<file path="src/rtl/clk_div_pkg.sv">
// Purpose: shared constants, per-channel status type and helpers for the clock divider.
// Latency: none; this file holds compile-time items only.
// Backpressure: none.
package clk_div_pkg;

  localparam int unsigned CNT_W_DEF  = 28;
  localparam int unsigned CLK_HZ     = 100_000_000;

  // Half-period constants for the legacy fixed divider rates.
  localparam int unsigned HALF_1HZ   = 50_000_000;
  localparam int unsigned HALF_10HZ  = 5_000_000;
  localparam int unsigned HALF_381HZ = 131_072;  // 2^17 -> 381.47 Hz

  // Registered per-channel outputs, grouped so the top can fan them out.
  typedef struct packed {
    logic clk;      // square-wave output
    logic tick;     // one-cycle pulse on the 0->1 edge of clk
    logic pending;  // an update is waiting for this channel's next wrap
  } ch_stat_t;

  // Half-period in system clock cycles for a target output frequency.
  function automatic int unsigned hz_to_half(input int unsigned hz);
    return CLK_HZ / (2 * hz);
  endfunction

  // Channel-select width; a single channel still needs a 1-bit select.
  function automatic int ch_w(input int n);
    return (n > 1) ? $clog2(n) : 1;
  endfunction

endpackage

</file>
<file path="src/rtl/clk_div_ch.sv">
// Purpose: one divider channel - half-period counter, toggle, tick, pending update.
// Latency: clk/tick registered; an accepted update applies at the next wrap (next cycle if halted).
// Backpressure: none here; the top only issues load while this channel has nothing pending.
//
// Ports:
//   clk100mhz  system clock
//   rst        asynchronous active-high reset
//   load       cfg transfer targeting this channel (one cycle)
//   load_half  half-period carried by that transfer
//   align      force cnt/clk to zero and apply any pending/accepted update
//   stat       registered clk, tick and pending flag
module clk_div_ch
  import clk_div_pkg::*;
#(
  parameter int               CNT_W     = CNT_W_DEF,
  parameter logic [CNT_W-1:0] HALF_INIT = CNT_W'(HALF_1HZ)
) (
  input  logic             clk100mhz,
  input  logic             rst,
  input  logic             load,
  input  logic [CNT_W-1:0] load_half,
  input  logic             align,
  output ch_stat_t         stat
);

  logic [CNT_W-1:0] half;
  logic [CNT_W-1:0] cnt;
  logic [CNT_W-1:0] pend_half;
  logic             clk_q;
  logic             tick_q;
  logic             pending;

  logic             halted;
  logic             wrap;
  logic             apply_now;

  assign halted    = (half == '0);
  assign wrap      = !halted && (cnt == half - CNT_W'(1));
  // A halted channel has no wrap to wait for, so it takes the update at once.
  assign apply_now = pending && (wrap || halted);

  always_ff @(posedge clk100mhz or posedge rst) begin
    if (rst) begin
      half      <= HALF_INIT;
      cnt       <= '0;
      pend_half <= '0;
      clk_q     <= 1'b0;
      tick_q    <= 1'b0;
      pending   <= 1'b0;
    end else if (align) begin
      // Alignment wins over a wrap; a transfer in the same cycle lands directly.
      cnt     <= '0;
      clk_q   <= 1'b0;
      tick_q  <= 1'b0;
      pending <= 1'b0;
      if (load) begin
        half <= load_half;
      end else if (pending) begin
        half <= pend_half;
      end
    end else begin
      tick_q <= 1'b0;

      if (halted) begin
        cnt   <= '0;
        clk_q <= 1'b0;
      end else if (wrap) begin
        cnt <= '0;
        if (apply_now && (pend_half == '0)) begin
          // Halting update: park low, and suppress the rise this wrap would make.
          clk_q <= 1'b0;
        end else begin
          clk_q  <= ~clk_q;
          tick_q <= ~clk_q;
        end
      end else begin
        cnt <= cnt + CNT_W'(1);
      end

      // The new half only governs counting after this edge, so the wrap above
      // still used the old one.
      if (apply_now) begin
        half    <= pend_half;
        pending <= 1'b0;
      end

      // load only arrives while nothing is pending, so it never collides with apply.
      if (load) begin
        pending   <= 1'b1;
        pend_half <= load_half;
      end
    end
  end

  assign stat = '{clk: clk_q, tick: tick_q, pending: pending};

endmodule

</file>
<file path="src/rtl/clk_div_multi.sv">
// Purpose: N_CH independent 50%-duty clock/tick generators with run-time reprogramming.
// Latency: outputs registered; updates apply at target's next wrap (<= one half-period).
// Backpressure: cfg_ready low while any channel holds a pending update (one outstanding).
//
// Ports:
//   clk100mhz            system clock (only clock)
//   rst                  asynchronous active-high reset
//   cfg_valid/cfg_ready  reconfiguration handshake
//   cfg_ch, cfg_half     target channel and new half-period (cfg_ch >= N_CH is dropped)
//   align                phase-align pulse, present only with CLKDIV_PHASE_ALIGN_EN
//   clk_out, tick        per-channel square wave and rise-aligned tick
//
// Build option: define CLKDIV_PHASE_ALIGN_EN to add the align port.
module clk_div_multi
  import clk_div_pkg::*;
#(
  parameter int                    N_CH     = 3,
  parameter int                    CNT_W    = CNT_W_DEF,
  parameter logic [N_CH*CNT_W-1:0] DIV_INIT = {28'(HALF_1HZ), 28'(HALF_10HZ), 28'(HALF_381HZ)},
  localparam int                   CH_W     = ch_w(N_CH)
) (
  input  logic             clk100mhz,
  input  logic             rst,
  input  logic             cfg_valid,
  output logic             cfg_ready,
  input  logic [CH_W-1:0]  cfg_ch,
  input  logic [CNT_W-1:0] cfg_half,
`ifdef CLKDIV_PHASE_ALIGN_EN
  input  logic             align,
`endif
  output logic [N_CH-1:0]  clk_out,
  output logic [N_CH-1:0]  tick
);

  ch_stat_t        stat [N_CH];
  logic [N_CH-1:0] pend_vec;
  logic [N_CH-1:0] load_vec;
  logic            cfg_xfer;
  logic            align_int;

`ifdef CLKDIV_PHASE_ALIGN_EN
  assign align_int = align;
`else
  assign align_int = 1'b0;
`endif

  // Only one pending flag can be set at a time, so this OR of flops cannot glitch.
  assign cfg_ready = ~|pend_vec;
  assign cfg_xfer  = cfg_valid && cfg_ready;

  for (genvar i = 0; i < N_CH; i++) begin : g_ch
    // Out-of-range channel numbers match no instance and are silently dropped.
    assign load_vec[i] = cfg_xfer && (cfg_ch == CH_W'(i));

    clk_div_ch #(
      .CNT_W     (CNT_W),
      .HALF_INIT (DIV_INIT[i*CNT_W +: CNT_W])
    ) u_ch (
      .clk100mhz (clk100mhz),
      .rst       (rst),
      .load      (load_vec[i]),
      .load_half (cfg_half),
      .align     (align_int),
      .stat      (stat[i])
    );

    assign clk_out[i]  = stat[i].clk;
    assign tick[i]     = stat[i].tick;
    assign pend_vec[i] = stat[i].pending;
  end

endmodule

</file>
<file path="config.mk">
export PLATFORM = sky130hd
export DESIGN_NAME = clk_div_multi
export DESIGN_NICKNAME = d
export VERILOG_FILES = /design/src/rtl/clk_div_pkg.sv /design/src/rtl/clk_div_ch.sv /design/src/rtl/clk_div_multi.sv
export SDC_FILE = /design/constraint.sdc
export NUM_CORES = 1
export LEC_CHECK = 0
export CORE_UTILIZATION = 30
export CTS_CLUSTER_DIAMETER = 150
export DETAILED_ROUTE_END_ITERATION = 6
export GPL_TIMING_DRIVEN = 1
export PLACE_DENSITY = 0.5
export SLEW_MARGIN = 20
export SYNTH_ARGS = -nofsm -noshare
export SYNTH_HDL_FRONTEND = slang
export SYNTH_HIERARCHICAL = 1
export SYNTH_SLANG_ARGS = --single-unit
</file>
<file path="constraint.sdc">
create_clock -name clk100mhz -period 3.9 [get_ports clk100mhz]
set_clock_uncertainty 0.1 [all_clocks]
set_input_delay 0.585 -clock clk100mhz [delete_from_list [all_inputs] [get_ports clk100mhz]]
set_output_delay 0.585 -clock clk100mhz [all_outputs]
set_load 0.02 [all_outputs]
</file>
== Word level (Yosys, flattened, before mapping) ==
Index checks and enable logic that the tools add are counted.

* $add $sub $neg: 6
* Equal/unequal tests: 5
* Muxes and demuxes: 27
* Bitwise logic cells: 3
* Reductions and logical operators: 34

{| class="wikitable"
|+ Operators by type and width
! operator !! count
|-
| $logic_not A28 Y1 || 6
|-
| $mux W28 || 6
|-
| $add A28 B1 Y28 const B || 3
|-
| $eq A28 B28 Y1 || 3
|-
| $sub A28 B1 Y28 const B || 3
|-
| $mux W1 || 21
|-
| $logic_and A1 B1 Y1 || 13
|-
| $reduce_bool A2 Y1 || 6
|-
| $logic_not A1 Y1 || 4
|-
| $logic_or A1 B1 Y1 || 3
|-
| $not A1 Y1 || 3
|-
| $reduce_or A3 Y1 || 1
|-
| $eq A2 B1 Y1 const B || 1
|-
| $eq A2 B2 Y1 const B || 1
|-
| $logic_not A2 Y1 || 1
|}

* Register bits: 261
* Input port bits: 33
* Output and inout bits: 7
* Logic and storage cells: 93

== Depth between registers and ports, before layout ==
* Word-level depth: 9
* Gate-level depth with buffers: 12
* Depth with buffers taken out: 10

== By module ==
The synthesis kept the hierarchy.

{| class="wikitable"
|+ Modules (own cells, without submodules)
! module !! instances !! cells an instance !! area an instance (um2) !! seq. area each (um2)
|-
| clk_div_ch (g_ch[0].u_ch) || 1 || 672 || 6177.2 || 2178.3
|-
| clk_div_ch (g_ch[1].u_ch) || 1 || 636 || 5855.6 || 2187.1
|-
| clk_div_ch (g_ch[2].u_ch) || 1 || 507 || 5173.7 || 2192.1
|-
| clk_div_multi || 1 || 6 || 52.6 || 0.0
|}

== Worst setup path after synthesis ==
Ideal clock, no wire load.

* Kind: register to register
* From: register g_ch[1].u_ch.half[11]
* To: register g_ch[1].u_ch.half[10]
* Setup time: 0.126 ns
* Arrival time: 3.527 ns
* Data required time: 3.674 ns
* Setup slack: 0.147 ns
* Stages on the path, launching flop included: 12
* Buffers on the path: 4
* Period minus slack after synthesis: 3.753 ns
* Cell sequence: dfstp_2 -> clkbuf_1 -> or3_1 -> or4_1 -> clkbuf_1 -> a2111oi_4 -> o211ai_1 -> or4_4 -> or3_1 -> buf_4 -> buf_6 -> o311a_1

* Cells in the longest elaborated chain, start to end: 5
* Elaborated cells between the ends (all ways): 7
* Classes of those cells: add/sub: 1; eq/ne: 1; reduce/logical: 5

{| class="wikitable"
|+ Ends and longest elaborated chain
! item !! RTL line !! RTL
|-
| from (decl) || clk_div_ch.sv:26 || <nowiki>logic [CNT_W-1:0] half;</nowiki>
|-
| from (signal assigned) || clk_div_ch.sv:57 || <nowiki>half <= load_half;</nowiki>
|-
| from (signal assigned) || clk_div_ch.sv:59 || <nowiki>half <= pend_half;</nowiki>
|-
| from (signal assigned) || clk_div_ch.sv:83 || <nowiki>half <= pend_half;</nowiki>
|-
| $sub A28 B1 Y28 / $logic_not A28 Y1 (equally long branches) || clk_div_ch.sv:38, clk_div_ch.sv:37 ||
|-
| $eq A28 B28 Y1 / $logic_not A1 Y1 (equally long branches) || clk_div_ch.sv:38 || <nowiki>assign wrap = !halted && (cnt == half - CNT_W'(1));</nowiki>
|-
| $logic_and A1 B1 Y1 || clk_div_ch.sv:38 ||
|-
| $logic_or A1 B1 Y1 (*) || clk_div_ch.sv:40 || <nowiki>assign apply_now = pending && (wrap || halted);</nowiki>
|-
| $logic_and A1 B1 Y1 (*) || clk_div_ch.sv:40 ||
|}

Mark *: on every way between the ends. The rest lies on a longest branch, timed or not.
A chain may end at the register's enable or synchronous reset.

== Worst setup path after layout ==
* From: register g_ch[1].u_ch.half[19]
* To: register g_ch[1].u_ch.half[13]

Same word-level chain as after synthesis.

==> key figures <==
GRT
  • Grt ovf: 0
  • Largest net degree at the start of global routing: 88
  • GRT Overall Usage: 18.3%
  • Initial antenna violation count: 4
  • First-pass GRT wire length: 85300 microns
  • Vias in the first global route: 14408

Job
  • # Max-Cap Violations: 0

Finish
  • Fill cells: 5825
  • Final Instance Area: 19600 sq um
  • Layout cells sized above 1: 17.9%
  • Layout Area Growth over Synthesis: 13.8%
  • Final core occ: 34.7%
  • Antenna diodes: 0
  • Sequential cell area: 6560 sq um
  • Non-Filler Instances: 2592
  • Final nets: 1853
  • Area of the multi-input gates: 9870 sq um

Place
  • Worst slack, placed: 0.100 ns
  • DP Area: 18500 sq um
  • GP Congestion: 0.872
  • Post-DP HPWL: 37700 microns
  • Buffers on Ports: 39
  • Dpl cells: 2530

Floorplan
  • Starting Density: 30.5%
  • Die width: 242 microns
  • Die footprint: 58500 sq um
  • Core Region: 56600 sq um
  • # IOs: 40
  • Die H: 242 microns
  • Site Rows: 87

Worst setup path
  • Worst endpoint required time: 4.24 ns
  • CP max FO: 28
  • Crit path launch type: register
  • CP endpoint kind: register
  • Arrival @ worst endpoint: 4.10 ns
  • Worst R2R Path Depth: 8
  • Most common cell on crit path: or4_4
  • Cell Chain, Critical Path: or4_1 -> or4_4 -> a2111oi_4 -> o211ai_1 -> or4_4 -> or3_1 -> buf_12 -> o311a_1
  • Slowest CP cell: or4_1
  • Setup Crit Path Kind: reg2reg
  • CP peak stage delay: 0.58 ns

Detailed routing
  • Routed Antenna Nets: 0
  • Iter 0 DRT Violations: 1106
  • DRC viols: 0
  • Via count: 14533
  • First drt pass iteration count: 6
  • Vias/cell: 5.61
  • Routed WL: 53800 microns
  • Wire per inst: 20.8 microns

Clock tree
  • Resize count post-CTS: 0
  • CTS tree: yes
  • CTS HTree Levels: 2
  • Clk_lat worst skew: 0.56 ns
  • Post-CTS Setup Inserts: 0
  • CTS max path bufs: 3
  • Clk root buf: clkbuf_16
  • Clock slew at reported path FFs: 0.06 ns
  • CTS Buf Count: 35
  • CTS Hold Bufs: 0
  • Clk sink count: 261

Timing
  • Final setup viols: 0
  • RSZ-0062 raised after global routing: no
  • Setup TNS: 0 ns
  • Worst setup margin: 0.141 ns
  • Max Slew Vio Count: 0
  • Fmax achieved: 266 MHz
  • Final min period: 3.76 ns
  • Worst slew pin tran: 1.09 ns
  • Min Hold Slack: 0.394 ns
  • Hold Vio Cnt, Final: 0
  • Fin crit share: 96.4%
  • Max-slew headroom: 27.5%

Synthesis
  • Ys async rst share: 100%
  • Synth Flop Type: dfrtp_1
  • Synth warnings: 6
  • Synth cell types: 90
  • Post-synthesis register bit count: 261
  • Register area share after synthesis: 38.0%
  • Gate Count Post-Synth: 1821
  • EDFF count, synth: 0
  • Post-Syn Area: 17300 sq um
  • Post-Syn Area per Cell: 9.48 sq um

Outcome
  • Status: complete, no violations

Min path
  • Hold depth: 1
  • Hold Path Class: reg2reg

Power and ir drop
  • Total Power: 15.2 mW
  • Cell Pwr Density: 772 nW/um^2
  • P_leak: 7.47 nW
  • VDD IR max: 0.000632 V
[report_power, final]
group          switching, mW  total [mW]  internal [mW]
clock                   1.30        3.20           1.90
combinational           4.65        7.65           3.00
sequential             0.838        4.30           3.46
total                   6.80        15.2           8.36
[logic make-up (layout without fill, tap and decap cells)]
family          after synthesis  count (layout)  synth area share (%)
compound gates              379             379                  17.3
mux                          93              93                  6.05
xor+xnor                    187             187                  9.49
fa+ha+maj                     9               9                 0.652
buf+inv                     189             195                  5.24
flops                       261             261                  38.0
simple gates                702             702                  23.2
other cells                   1              10                0.0217
[cell usage in the layout, fill, tap and decap left out, drive strengths merged, types with 30 or more instances in the layout]
cell,count
nor3,130
buf,67
dfrtp,240
o22ai,89
nand3,48
nor4,48
clkdlybuf4s50,39
nand2,65
nor2,205
o31ai,33
o21a,31
o311a,30
xor2,88
xnor2,99
a31oi,30
nor4b,38
clkbuf,48
mux2,87
nand4,49
[final timing paths]
path / startpoint / end / slack (ns)
setup / recovery: g_ch[1].u_ch/half[19]$_DFFE_PP1P_ / g_ch[1].u_ch/half[13]$_DFFE_PP0P_ / 0.14
hold / removal: g_ch[2].u_ch/cnt[0]$_DFF_PP0_ / g_ch[2].u_ch/cnt[0]$_DFF_PP0_ / 0.39
setup reg to reg: g_ch[1].u_ch/half[19]$_DFFE_PP1P_ / g_ch[1].u_ch/half[13]$_DFFE_PP0P_ / 0.14
hold reg to reg: g_ch[2].u_ch/cnt[0]$_DFF_PP0_ / g_ch[2].u_ch/cnt[0]$_DFF_PP0_ / 0.39
max in group asynchronous: rst / g_ch[0].u_ch/half[25]$_DFFE_PP0P_ / 2.26
min in group asynchronous: rst / g_ch[2].u_ch/half[26]$_DFFE_PP0P_ / 0.56
[per-layer routing]
layer | global-route usage (%) | part of all wire, %
met5 | 0 | 0.032
met4 | 6.40 | 3.1
met3 | 3.04 | 4.6
met2 | 28.0 | 44
met1 | 26.0 | 48
[sequential cells by signal, indices dropped and copies added (netlist names)]
signal and count:
g_ch.u_ch/cnt 84, g_ch.u_ch/half 84, g_ch.u_ch/pend_half 84, g_ch.u_ch/clk_q 3
g_ch.u_ch/pending 3, g_ch.u_ch/tick_q 3
[synthesized netlist by cell type, types with 16 or more instances]
cell type,number,area [sq um]
nand4_1,48,300
o31ai_1,33,248
or3_1,18,113
or4_1,18,135
mux2_2,86,968
a31oi_1,30,188
a221o_1,29,290
buf_2,18,90.1
nor2_1,204,766
nor4b_1,26,228
and3_1,17,106
o22a_1,27,236
dfstp_2,21,552
xnor2_1,99,867
a22oi_2,23,288
xor2_1,88,771
inv_1,27,101
nand2_1,65,244
o311a_1,30,300
nand3_1,48,240
o22ai_1,89,557
dfrtp_1,240,6010
nor3_1,118,591
o21ai_0,18,90.1
buf_4,16,120
nor4_1,37,231
clkbuf_1,101,379
o21a_1,31,233
[layout make-up]
class	count	share of cell area (%)
multi-input combinational	1380	50.3
sequential	261	33.4
clock buffer	48	5.17
timing repair buffer	106	5.12
tap	756	4.82
clock inverter	14	0.675
inverter	27	0.535
[critical path: cells and delay by family, from the launching register on]
kind | cells | cell delay [ns]
compound gates | 3 | 0.85
simple gates | 4 | 2.13
buf+inv | 1 | 0.19
flops | 1 | 0.36
Note: power is estimated with default switching activity, not from simulation.
